===== config.mk =====
export PLATFORM = sky130hd
export DESIGN_NAME = stream_seq_ctrl
export DESIGN_NICKNAME = d
export VERILOG_FILES = /design/src/rtl/stream_seq_ctrl.sv
export SDC_FILE = /design/constraint.sdc
export NUM_CORES = 1
export LEC_CHECK = 0
export ABC_AREA = 1
export BUFFER_PORTS_ARGS = -buffer_cell sky130_fd_sc_hd__clkbuf_2
export CAP_MARGIN = 15
export CORE_MARGIN = 2
export CORE_UTILIZATION = 46
export DETAILED_ROUTE_END_ITERATION = 7
export PLACE_DENSITY = 0.72
export SLEW_MARGIN = 20
export SYNTH_ARGS = -nofsm -noshare
export SYNTH_HDL_FRONTEND = slang
export SYNTH_SLANG_ARGS = --single-unit

===== constraint.sdc =====
create_clock -name clk -period 1.1 [get_ports clk]
set_clock_uncertainty 0.05 [all_clocks]
set_input_delay 0.11 -clock clk [delete_from_list [all_inputs] [get_ports clk]]
set_output_delay 0.11 -clock clk [all_outputs]
set_load 0.01 [all_outputs]

===== src/rtl/stream_seq_ctrl.sv =====
// stream_seq_ctrl
//   Sequences read-out of the bundled sign-bit hypervector to the output
//   AXI-Stream port. After the final store (last_in), the block waits LAT
//   cycles for the counter pipeline to settle. It then issues one 32-bit word
//   index per beat on stream_v/stream_i and tracks the dst_valid/dst_last
//   handshake under dst_ready back-pressure.
//
// Ports
//   clk        in   clock, all state on posedge
//   rst        in   asynchronous active-low reset
//   start      in   pulse: arm for a new job (honoured only when idle)
//   last_in    in   pulse: final store of the job issued to the counters
//   dst_ready  in   downstream AXI-Stream ready
//   stream_v   out  combinational: buffer loads word stream_i at this edge
//   stream_i   out  index of the word being loaded
//   dst_valid  out  registered: stream_d holds a word not yet accepted
//   dst_last   out  registered: current beat is word WORDS-1
//   busy       out  registered: controller not idle
//   done       out  registered: one-cycle pulse after final beat accepted
module stream_seq_ctrl #(
    parameter int DIM   = 1023,
    parameter int WORDS = (DIM + 1) / 32,
    parameter int IW    = 6,
    parameter int LAT   = 2
) (
    input  logic          clk,
    input  logic          rst,
    input  logic          start,
    input  logic          last_in,
    input  logic          dst_ready,
    output logic          stream_v,
    output logic [IW-1:0] stream_i,
    output logic          dst_valid,
    output logic          dst_last,
    output logic          busy,
    output logic          done
);

    localparam int            CW          = (LAT > 1) ? $clog2(LAT) : 1;
    localparam logic [IW:0]   WORDS_C     = (IW + 1)'(WORDS);
    localparam logic [IW:0]   LAST_C      = (IW + 1)'(WORDS - 1);
    localparam logic [CW-1:0] SETTLE_INIT = CW'((LAT > 0) ? LAT - 1 : 0);

    typedef enum logic [1:0] {
        IDLE,
        ARMED,
        SETTLE,
        STREAM
    } state_t;

    // With no settle latency the counters are already valid, so skip SETTLE.
    localparam state_t AFTER_LAST = (LAT == 0) ? STREAM : SETTLE;

    state_t        state_q, state_d;
    logic [CW-1:0] cnt_q, cnt_d;
    // One bit wider than stream_i so the issue count can saturate at WORDS
    // even when WORDS == 2**IW.
    logic [IW:0]   issued_q, issued_d;
    logic          dst_valid_q, dst_valid_d;
    logic          dst_last_q, dst_last_d;
    logic          busy_q, busy_d;
    logic          done_q, done_d;
    logic          stream_v_c;

    always_comb begin
        state_d     = state_q;
        cnt_d       = cnt_q;
        issued_d    = issued_q;
        dst_valid_d = dst_valid_q;
        dst_last_d  = dst_last_q;
        done_d      = 1'b0;

        // At most one word in flight: load only when the output register is
        // empty or is being drained at this edge.
        stream_v_c = (state_q == STREAM) && (issued_q < WORDS_C) &&
                     (!dst_valid_q || dst_ready);

        case (state_q)
            IDLE: begin
                if (start) begin
                    if (last_in) begin
                        state_d = AFTER_LAST;
                        cnt_d   = SETTLE_INIT;
                    end else begin
                        state_d = ARMED;
                    end
                end
            end
            ARMED: begin
                if (last_in) begin
                    state_d = AFTER_LAST;
                    cnt_d   = SETTLE_INIT;
                end
            end
            SETTLE: begin
                if (cnt_q == '0) begin
                    state_d = STREAM;
                end else begin
                    cnt_d = cnt_q - CW'(1);
                end
            end
            STREAM: begin
                if (stream_v_c) begin
                    dst_valid_d = 1'b1;
                    dst_last_d  = (issued_q == LAST_C);
                    issued_d    = issued_q + (IW + 1)'(1);
                end else if (dst_valid_q && dst_ready) begin
                    dst_valid_d = 1'b0;
                    dst_last_d  = 1'b0;
                    // The last word has already been issued, so stream_v_c
                    // cannot coincide with the final handshake.
                    if (dst_last_q) begin
                        state_d  = IDLE;
                        issued_d = '0;
                        done_d   = 1'b1;
                    end
                end
            end
            default: state_d = IDLE;
        endcase

        busy_d = (state_d != IDLE);
    end

    always_ff @(posedge clk or negedge rst) begin
        if (!rst) begin
            state_q     <= IDLE;
            cnt_q       <= '0;
            issued_q    <= '0;
            dst_valid_q <= 1'b0;
            dst_last_q  <= 1'b0;
            busy_q      <= 1'b0;
            done_q      <= 1'b0;
        end else begin
            state_q     <= state_d;
            cnt_q       <= cnt_d;
            issued_q    <= issued_d;
            dst_valid_q <= dst_valid_d;
            dst_last_q  <= dst_last_d;
            busy_q      <= busy_d;
            done_q      <= done_d;
        end
    end

    assign stream_v  = stream_v_c;
    assign stream_i  = issued_q[IW-1:0];
    assign dst_valid = dst_valid_q;
    assign dst_last  = dst_last_q;
    assign busy      = busy_q;
    assign done      = done_q;

endmodule

==> impl_results.md <==
- Status: complete, but fails checks
- Failing checks: negative setup slack
- Worst setup EP type: flop
- Pre-CTS worst setup slack: -0.154 ns
- CP max stage cell: dfrtp_1
- Layout Utilization: 69.0%
- Crit path launch: state_q[0]$_DFF_PN0_
- Cell variety after synth: 19
- Ranking of synthesized cells by area: dfrtp_1, inv_1, nand2_1
- DIE HEIGHT: 44.7 um
- Nets: 131
- Worst Path Required: 1.21 ns
- Latest clock arrival within the worst-skew pair: 0.27 ns
- Yosys reg bits: 14
- Worst Hold Endpoint: cnt_q$_DFFE_PN0P_
- Avg Inst Size Synth: between 8 and 9 sq um
- Crit path kind: reg2reg
- GP Congestion: 0.799
- WL per Instance: roughly 12 um
- Post-synth EDFFs: 0
- Layout cell share with drive strength beyond 1: 38.2%
- Antenna viol nets, final: 0
- Dpl hpwl: ~1200 um
- Reg-to-reg slack, setup: -0.16 ns
- Clock-pin slew on the worst setup and hold paths: 0.08 ns
- Vias in the first global route: 635
- R2r endpoint: busy$_DFF_PN0_
- Largest net degree at the start of global routing: 15
- Least-Margin Pin Slew: 0.350 ns
- P_leak: 0.576 nW
- Gr ovfl total: 0
- Max-cap violation count: 0
- Die area: 2000 sq um
- I/O Buffers: 15
- Pwr dens: 780 nW/um^2
- # setup viols final: 13
- Site row count: 14
- Buf+Inv Stages, Crit Path: 2
- Drt first-iter violations: 7
- Critical Path Start Type: flop
- FF-to-FF path depth: 7
- First-pass GRT wire length: ~2800 um
- Root Buffer: clkbuf_4
- Syn Nets: 101
- Initial Utilization: 50.1%
- CTS Buf Count: 3
- Final Hold Fails: 0
- Synth Flop Type: dfrtp_1
- Cell Area, Synth: 763 sq um
- Worst VDD drop: 0.000620 V
- Post-route cell area: approximately 1100 sq um
- Minimum clock period: 1.26 ns
- Crit-path cells: nand2_2 -> inv_2 -> nand3_4 -> buf_8 -> nand2_2 -> a21oi_2 -> nand3_1
- Setup TNS: -0.856 ns
- Asr flop ratio synth: 100%
- Hold Path Stages: 3
- Die width: 44.7 um
- Top-area cell type share of the netlist area: 45.9%
- Routed vias: 696
- Routed WL: 1670 um
- CP Max Fanout: 10
- Post-synth top area cell: dfrtp_1
- Post-Syn Instances: 95
- Relative slew slack: 76.7%
- GRT Resource Usage Total: around a fifth
- Clock net sink count: 14
- Placed Area: 892 sq um
- Critical Path Max Stage Delay: 0.41 ns
- Core area: 1520 sq um
- Commonest cells in the netlist: inv_1, nand2_1, dfrtp_1
- Antenna Cells: 0
- Initial antenna violation count: 0
- RSZ-0062 raised after global routing: true
- Synth-to-Final Area Change: 37.7%
- Drt via density: roughly 5.0
- Max-slew violation count: 0
- Bufs on Longest Clock Path: 2
- DRC viols: 0
- Crit path DAT: 1.37 ns
- Dominant cell by count in the synthesized netlist: inv_1
- I/O pin count: 16
- TritonCTS clock tree: yes
- Hold Crit Class: in2reg
- Crit-path leading delay family: flip-flops
- Fmax: around 800 MHz
- Final period util: 115%
- Critical Path Most Common Cell: nand2_2
- Final setup margin: -0.162 ns
- Synth warn: 0
- H-tree depth: 1
- Reg2reg start: state_q[0]$_DFF_PN0_
- Post-synthesis sequential area ratio: between 40 and 50%
- DRT Pass-1 Iters: 4
- Worst Hold Launch: last_in
final cells by class:
type,instances,area [sq um]
fillers,126,473
multi-input cells,55,305
repair buffers,32,279
clock buffers,3,22.5
inverters,19,73.8
well taps,16,20.0
flip-flops and latches,14,350
cells in the final DEF, fill, tap and decap left out, drive strengths merged:
cell type and n:
o21ai 8, nand4 1, buf 23, nand3 14, dfrtp 14, o22ai 1
o211ai 1, xor2 1, ha 1, xnor2 1, a21oi 1, clkbuf 11
dlygate4sd3 1, inv 19, nor2 5, nand2 20, nor3 1
report_power, final:
group | total, mW | internal, mW | leakage, nW | switching (mW)
logic | 0.0246 | 0.00807 | 0.409 | 0.0165
registers | 0.514 | 0.514 | 0.154 | 0
clock network | 0.281 | 0.127 | 0.0138 | 0.154
state kept, by name (all words and copies together), names as in the netlist:
register   count
cnt_q          1
dst_last       1
busy           1
done           1
issued_q       7
state_q        2
dst_valid      1
cells by family after synthesis:
kind of cell / synth area share, %
compound gates: 8.20
fa+ha+maj: 1.64
simple gates: 25.2
xor+xnor: 2.30
buf+inv: 16.7
flops: 45.9
per-layer routing:
metal | track usage, % | part of all wire [%] | routed length, um
met1 | 23.0 | 42 | 701
met5 | 0 | 0 | 0
met4 | 9.09 | 1.7 | 29
met3 | 5.20 | 3.9 | 65
met2 | 34.2 | 52 | 873
worst max path at each step:
stage	endpoint	slack, ns	depth (start not counted)
5_1_grt	busy$_DFF_PN0_	-0.25	6
3_3_place_gp	stream_v	-0.10	4
3_5_place_dp	stream_v	-0.15	4
6_report	busy$_DFF_PN0_	-0.16	7
2_1_floorplan	busy$_DFF_PN0_	-0.02	6
4_1_cts	stream_v	-0.17	4
worst register-to-register path: stages, from the launching register on:
cell	delay [ns]
dfrtp_1	0.41
nand2_2	0.09
inv_2	0.06
nand3_4	0.08
buf_8	0.14
nand2_2	0.07
a21oi_2	0.16
nand3_1	0.09
stage by stage:
stage               std cells  hold WS, ns  power (mW)
floorplan                  95       -0.236       0.527
finish                    139       0.0250       0.820
global placement          131      -0.0181       0.546
CTS                       138       0.0237       0.829
detailed placement        131      -0.0132       0.547
global route              139       0.0617       0.869
repair_timing:
| item | 4_1_cts | 5_1_grt |
|---|---|---|
| buffers inserted | 4 | 2 |
| endpoints found under the hold margin | 14 | 0 |
| hold buffers | 1 | 0 |
| setup endpoints to repair | 16 | 21 |
| gates resized for setup | 13 | 23 |
| pin swaps | 2 | 3 |
(Power assumes the default switching activity.)
